### config.mk
export PLATFORM = sky130hd
export DESIGN_NAME = rv32i_fetch
export DESIGN_NICKNAME = d
export VERILOG_FILES = /design/src/rtl/rv32i_fetch.sv
export SDC_FILE = /design/constraint.sdc
export NUM_CORES = 1
export LEC_CHECK = 0
export CORE_UTILIZATION = 40
export DETAILED_ROUTE_END_ITERATION = 10
export PLACE_DENSITY = 0.76
export SYNTH_ARGS = -nofsm -noshare
export SYNTH_HDL_FRONTEND = slang
export SYNTH_SLANG_ARGS = --single-unit
### constraint.sdc
create_clock -name clk -period 2 [get_ports clk]
set_input_delay 0.2 -clock clk [delete_from_list [all_inputs] [get_ports clk]]
set_output_delay 0.2 -clock clk [all_outputs]
set_load 0.05 [all_outputs]
### src/rtl/rv32i_fetch.sv
`default_nettype none
// ============================================================================
//  Module      : rv32i_fetch
//  Description : RV32I instruction-fetch front end. Single outstanding word
//                fetch over req/gnt/rvalid, one-entry decode buffer, redirect.
//  Revision    : 1.0 - initial release
// ============================================================================
module rv32i_fetch #(
    parameter logic [31:0] RESET_VECTOR = 32'h0000_0000
) (
    input  logic        clk,
    input  logic        rst_n,
    input  logic        redirect,
    input  logic [31:0] next_pc,
    output logic        imem_req,
    output logic [31:0] imem_addr,
    input  logic        imem_gnt,
    input  logic        imem_rvalid,
    input  logic [31:0] imem_rdata,
    output logic        if_valid,
    output logic [31:0] if_pc,
    output logic [31:0] if_instr,
    input  logic        if_ready
);

    localparam logic [2:0]  c_st_idle  = 3'd0;
    localparam logic [2:0]  c_st_req   = 3'd1;
    localparam logic [2:0]  c_st_wait  = 3'd2;
    localparam logic [2:0]  c_st_full  = 3'd3;
    localparam logic [2:0]  c_st_drain = 3'd4;
    localparam logic [31:0] c_word_mask = 32'hFFFF_FFFC;

    logic [2:0]  r_state;
    logic [31:0] r_pc;
    logic [31:0] r_if_pc;
    logic [31:0] r_if_instr;
    logic [31:0] w_redirect_pc;

    assign w_redirect_pc = next_pc & c_word_mask;

    // Redirect is tested first in every state so it wins over gnt/rvalid/ready.
    always_ff @(posedge clk) begin
        if (!rst_n) begin
            r_state    <= c_st_idle;
            r_pc       <= RESET_VECTOR & c_word_mask;
            r_if_pc    <= 32'd0;
            r_if_instr <= 32'd0;
        end else begin
            case (r_state)
                c_st_idle: begin
                    if (redirect)
                        r_pc <= w_redirect_pc;
                    r_state <= c_st_req;
                end
                c_st_req: begin
                    if (redirect) begin
                        r_pc    <= w_redirect_pc;
                        r_state <= imem_gnt ? c_st_drain : c_st_req;
                    end else if (imem_gnt) begin
                        r_state <= c_st_wait;
                    end
                end
                c_st_wait: begin
                    if (redirect) begin
                        r_pc    <= w_redirect_pc;
                        r_state <= imem_rvalid ? c_st_req : c_st_drain;
                    end else if (imem_rvalid) begin
                        r_if_pc    <= r_pc;
                        r_if_instr <= imem_rdata;
                        r_state    <= c_st_full;
                    end
                end
                c_st_full: begin
                    if (redirect) begin
                        r_pc    <= w_redirect_pc;
                        r_state <= c_st_req;
                    end else if (if_ready) begin
                        r_pc    <= r_pc + 32'd4;
                        r_state <= c_st_req;
                    end
                end
                c_st_drain: begin
                    if (redirect)
                        r_pc <= w_redirect_pc;
                    if (imem_rvalid)
                        r_state <= c_st_req;
                end
                default: r_state <= c_st_idle;
            endcase
        end
    end

    assign imem_req  = (r_state == c_st_req);
    assign imem_addr = r_pc;
    assign if_valid  = (r_state == c_st_full);
    assign if_pc     = r_if_pc;
    assign if_instr  = r_if_instr;

endmodule
`default_nettype wire

==> impl_results.md <==
* Ys async rst share at 0%
* DRT Pass-1 Iters at 5
* Initial antenna violation count at 0
* Sequential area share after synthesis at 41.9%
* Vias at roughly 5100
* Post-Place Worst Slack at -134 ps
* Comb power frac at 20.1%
* Worst hold path type: in -> reg
* Vias in the first global route at 4814
* PortBufs at around 160
* GRT overflow at 0
* Die X at 109 um
* Delay-heaviest family, CP: buffers and inverters
* CP Max Fanout at 6
* Vias per inst at 5.59
* Setup Viol. Count Final at 0
* CP peak stage delay at 870 ps
* Reg-to-reg slack, setup at 90 ps
* Number of synthesis warnings at 0
* Endpoint class of the critical path: output pin
* Crit start category: register
* Std-Cell Rows at 38
* DP HPWL at between 10000 and 15000 um
* Antenna Cells at 0
* Switching Share at roughly 29%
* Netlist cell types at 72
* Area Growth Syn to Fin at 56.1%
* Slew @ Worst Pin at roughly 550 ps
* Die area at 11800 sq um
* First-pass GRT wire length at 23600 um
* 1st-iter DRT viols at 307
* Worst-skew pair later-pin latency at 350 ps
* Post-synthesis cell area at 4540 sq um
* Crit Path Class: reg -> out
* Antenna Nets Post-Route at 0
* Part of the power in the clock network at roughly 36%
* GRT Total Usage at 25.8%
* Number of synthesized flops with an enable pin at 0
* Design Power at ~0.0046 W
* Share of layout cells above drive strength 1 at 18.2%
* Status: finished clean
* Tcrit/Tclk final at 96.9%
* H-tree depth at 3
* CTS buffer count at 9
* WP data arrival at 1740 ps
* Final Critical Period at between 1500 and 2000 ps
* Pwr per Cell Area at 652 nW/um^2
* Max-Cap Viols at 0
* Fmax at 516 MHz
* # DRC at 0
* Reg power frac at between 40% and 50%
* Fin nets at 847
* Leak at 2.48 nW
* TritonCTS clock tree: done
* Chip height at approximately 110 um
* Clock root cell: clkbuf_16
* Avg Cell Area, Syn at 7.86 sq um
* Initial Util at approximately two fifths
* Worst supply voltage drop on vdd at 0.582 mV
* RSZ-0062 raised after global routing: no
* # hold bufs at CTS at 0
* CP bufs+invs at 1
* Drt total wl at 15000 um
* IO Pins at 168
* CP required at 1800 ps
* Longest Clk Path Bufs at 2
* Cells after synthesis at 578
* Min Hold Slack at 393 ps
* Worst path cell trace: clkdlybuf4s50_1
* Clk slew on worst S/H paths at 70 ps
* Largest net degree at the start of global routing at 63
* Clock sink count at 95
* Fin util at between 60% and 70%
* Switching Power at 0.00136 W
* Internal Pwr Total at about 0.0033 W
* GPL Wtd Cong at 0.884
* Final worst setup slack at 62.9 ps
* Post CTS Setup Buffer Count at 0
* Max-slew headroom at 63.1%
* Post-synth top flop: dfxtp_1
* Routed length per instance at ~16 um
* CP max stage cell: clkdlybuf4s50_1
* Synth Register Bits at 95
* Skew final at 8.33 ps
* Max-slew violations at 0
* Core footprint at 10900 sq um
* Final hold vios at 0
## flip-flops by register name, indices dropped and copies added, names as in the netlist
name,count
imem_addr,30
if_instr,32
r_state,3
if_pc,30
## metrics by stage
step                      TNS [ps]  area, sq um  instances
final                            0         7090        921
after CTS                        0         7080        921
after global routing             0         7090        921
after detailed placement     -1250         6790        905
after floorplan                  0         4620        581
after global placement        -335         6790        905
## power by group through the flow
| stage | registers (W) | clock network (W) | logic [W] |
|---|---|---|---|
| detailed placement | 0.00206 | 0 | 0.000918 |
| global route | 0.00203 | 0.00178 | 0.000981 |
| floorplan | 0.00226 | 0 | 0.000290 |
| finish | 0.00202 | 0.00167 | 0.000928 |
| CTS | 0.00202 | 0.00170 | 0.000921 |
| global placement | 0.00206 | 0 | 0.000908 |
## cell type report
class,instances,area [sq um]
Timing Repair Buffer,237,2230
Tap cell,140,175
Multi-Input combinational cell,427,2420
Fill cell,960,3850
Sequential cell,95,1950
Inverter,6,22.5
Clock buffer,10,239
Clock inverter,6,50.0
## cells by family (layout without fill, tap and decap cells)
| group | after synthesis | in the layout | share of synthesized area, % |
|---|---|---|---|
| AOI/OAI and AO/OA | 158 | 158 | 22.4 |
| adders and majority gates | 2 | 2 | 0.496 |
| buffers and inverters | 59 | 259 | 5.54 |
| DFF | 95 | 95 | 41.9 |
| muxes | 6 | 6 | 1.40 |
| other | 1 | 4 | 0.0826 |
| and+or+nand+nor | 257 | 257 | 28.2 |
## per-layer routing
metal | share of wire [%] | vias to the layer above | global-route usage, %
met1 | 41 | 2401 | 32.3
met3 | 7.7 | 30 | 5.36
li1 | - | 2485 | -
met2 | 49 | 233 | 43.5
met5 | 0 | - | 0
met4 | 2.0 | 0 | 9.36
## cells in the final DEF, fill, tap and decap left out, types with 3 or more instances in the layout
| cell type | synthesis | routed |
|---|---|---|
| a21oi_1 | 79 | 79 |
| nand3b_1 | 3 | 3 |
| nand4_1 | 15 | 15 |
| or3_1 | 5 | 4 |
| o21ai_0 | 8 | 8 |
| clkdlybuf4s50_1 | 0 | 159 |
| dfxtp_4 | 0 | 6 |
| and3_1 | 4 | 4 |
| a2bb2oi_1 | 5 | 5 |
| o22ai_1 | 6 | 6 |
| mux2_2 | 3 | 3 |
| nand3_1 | 19 | 19 |
| nor3b_1 | 3 | 3 |
| and4_1 | 7 | 6 |
| nor4_1 | 7 | 7 |
| buf_12 | 0 | 4 |
| o31ai_1 | 4 | 4 |
| a221o_1 | 3 | 3 |
| nor3_1 | 5 | 5 |
| a22o_1 | 6 | 6 |
| dfxtp_2 | 0 | 22 |
| o311ai_0 | 3 | 3 |
| inv_1 | 5 | 4 |
| buf_4 | 5 | 74 |
| o221ai_1 | 3 | 3 |
| nor4b_1 | 4 | 4 |
| nand2_1 | 150 | 150 |
| mux2i_1 | 3 | 3 |
| clkbuf_16 | 0 | 9 |
| dfxtp_1 | 95 | 67 |
| conb_1 | 1 | 4 |
| o21a_1 | 5 | 5 |
| nor2_1 | 7 | 7 |
| o211ai_1 | 6 | 6 |
| a22oi_1 | 5 | 5 |
| or4_1 | 5 | 5 |
## repair_timing
action	CTS	global route
hold endpoints to repair	0	0
resized for setup	0	2
setup endpoints to repair	0	2
## cell usage after synthesis, drive strengths merged (6+ instances only)
cell type | number | area (sq um)
a21oi | 79 | 395
buf | 15 | 85.1
or4 | 7 | 57.6
o211ai | 6 | 45.0
nand2 | 150 | 563
nor2 | 8 | 32.5
nor3 | 6 | 35.0
o21ai | 8 | 40.0
and4 | 7 | 61.3
nand3 | 19 | 95.1
clkbuf | 38 | 144
dfxtp | 95 | 1900
nand4 | 16 | 106
or3 | 7 | 50.1
o22ai | 6 | 37.5
a22o | 6 | 52.6
nor4 | 7 | 43.8
## path summary, 6_finish.rpt
kind | from | to | depth (start not counted)
setup / recovery | imem_addr[31]$_SDFFE_PN0P_ | imem_addr[31] | 1
hold / removal | imem_rdata[3] | if_instr[3]$_SDFFE_PN0P_ | 3
setup reg to reg | imem_addr[2]$_SDFFE_PN0P_ | imem_addr[20]$_SDFFE_PN0P_ | 6
hold reg to reg | if_instr[10]$_SDFFE_PN0P_ | if_instr[10]$_SDFFE_PN0P_ | 2
Note: power is estimated with default switching activity, not from simulation.
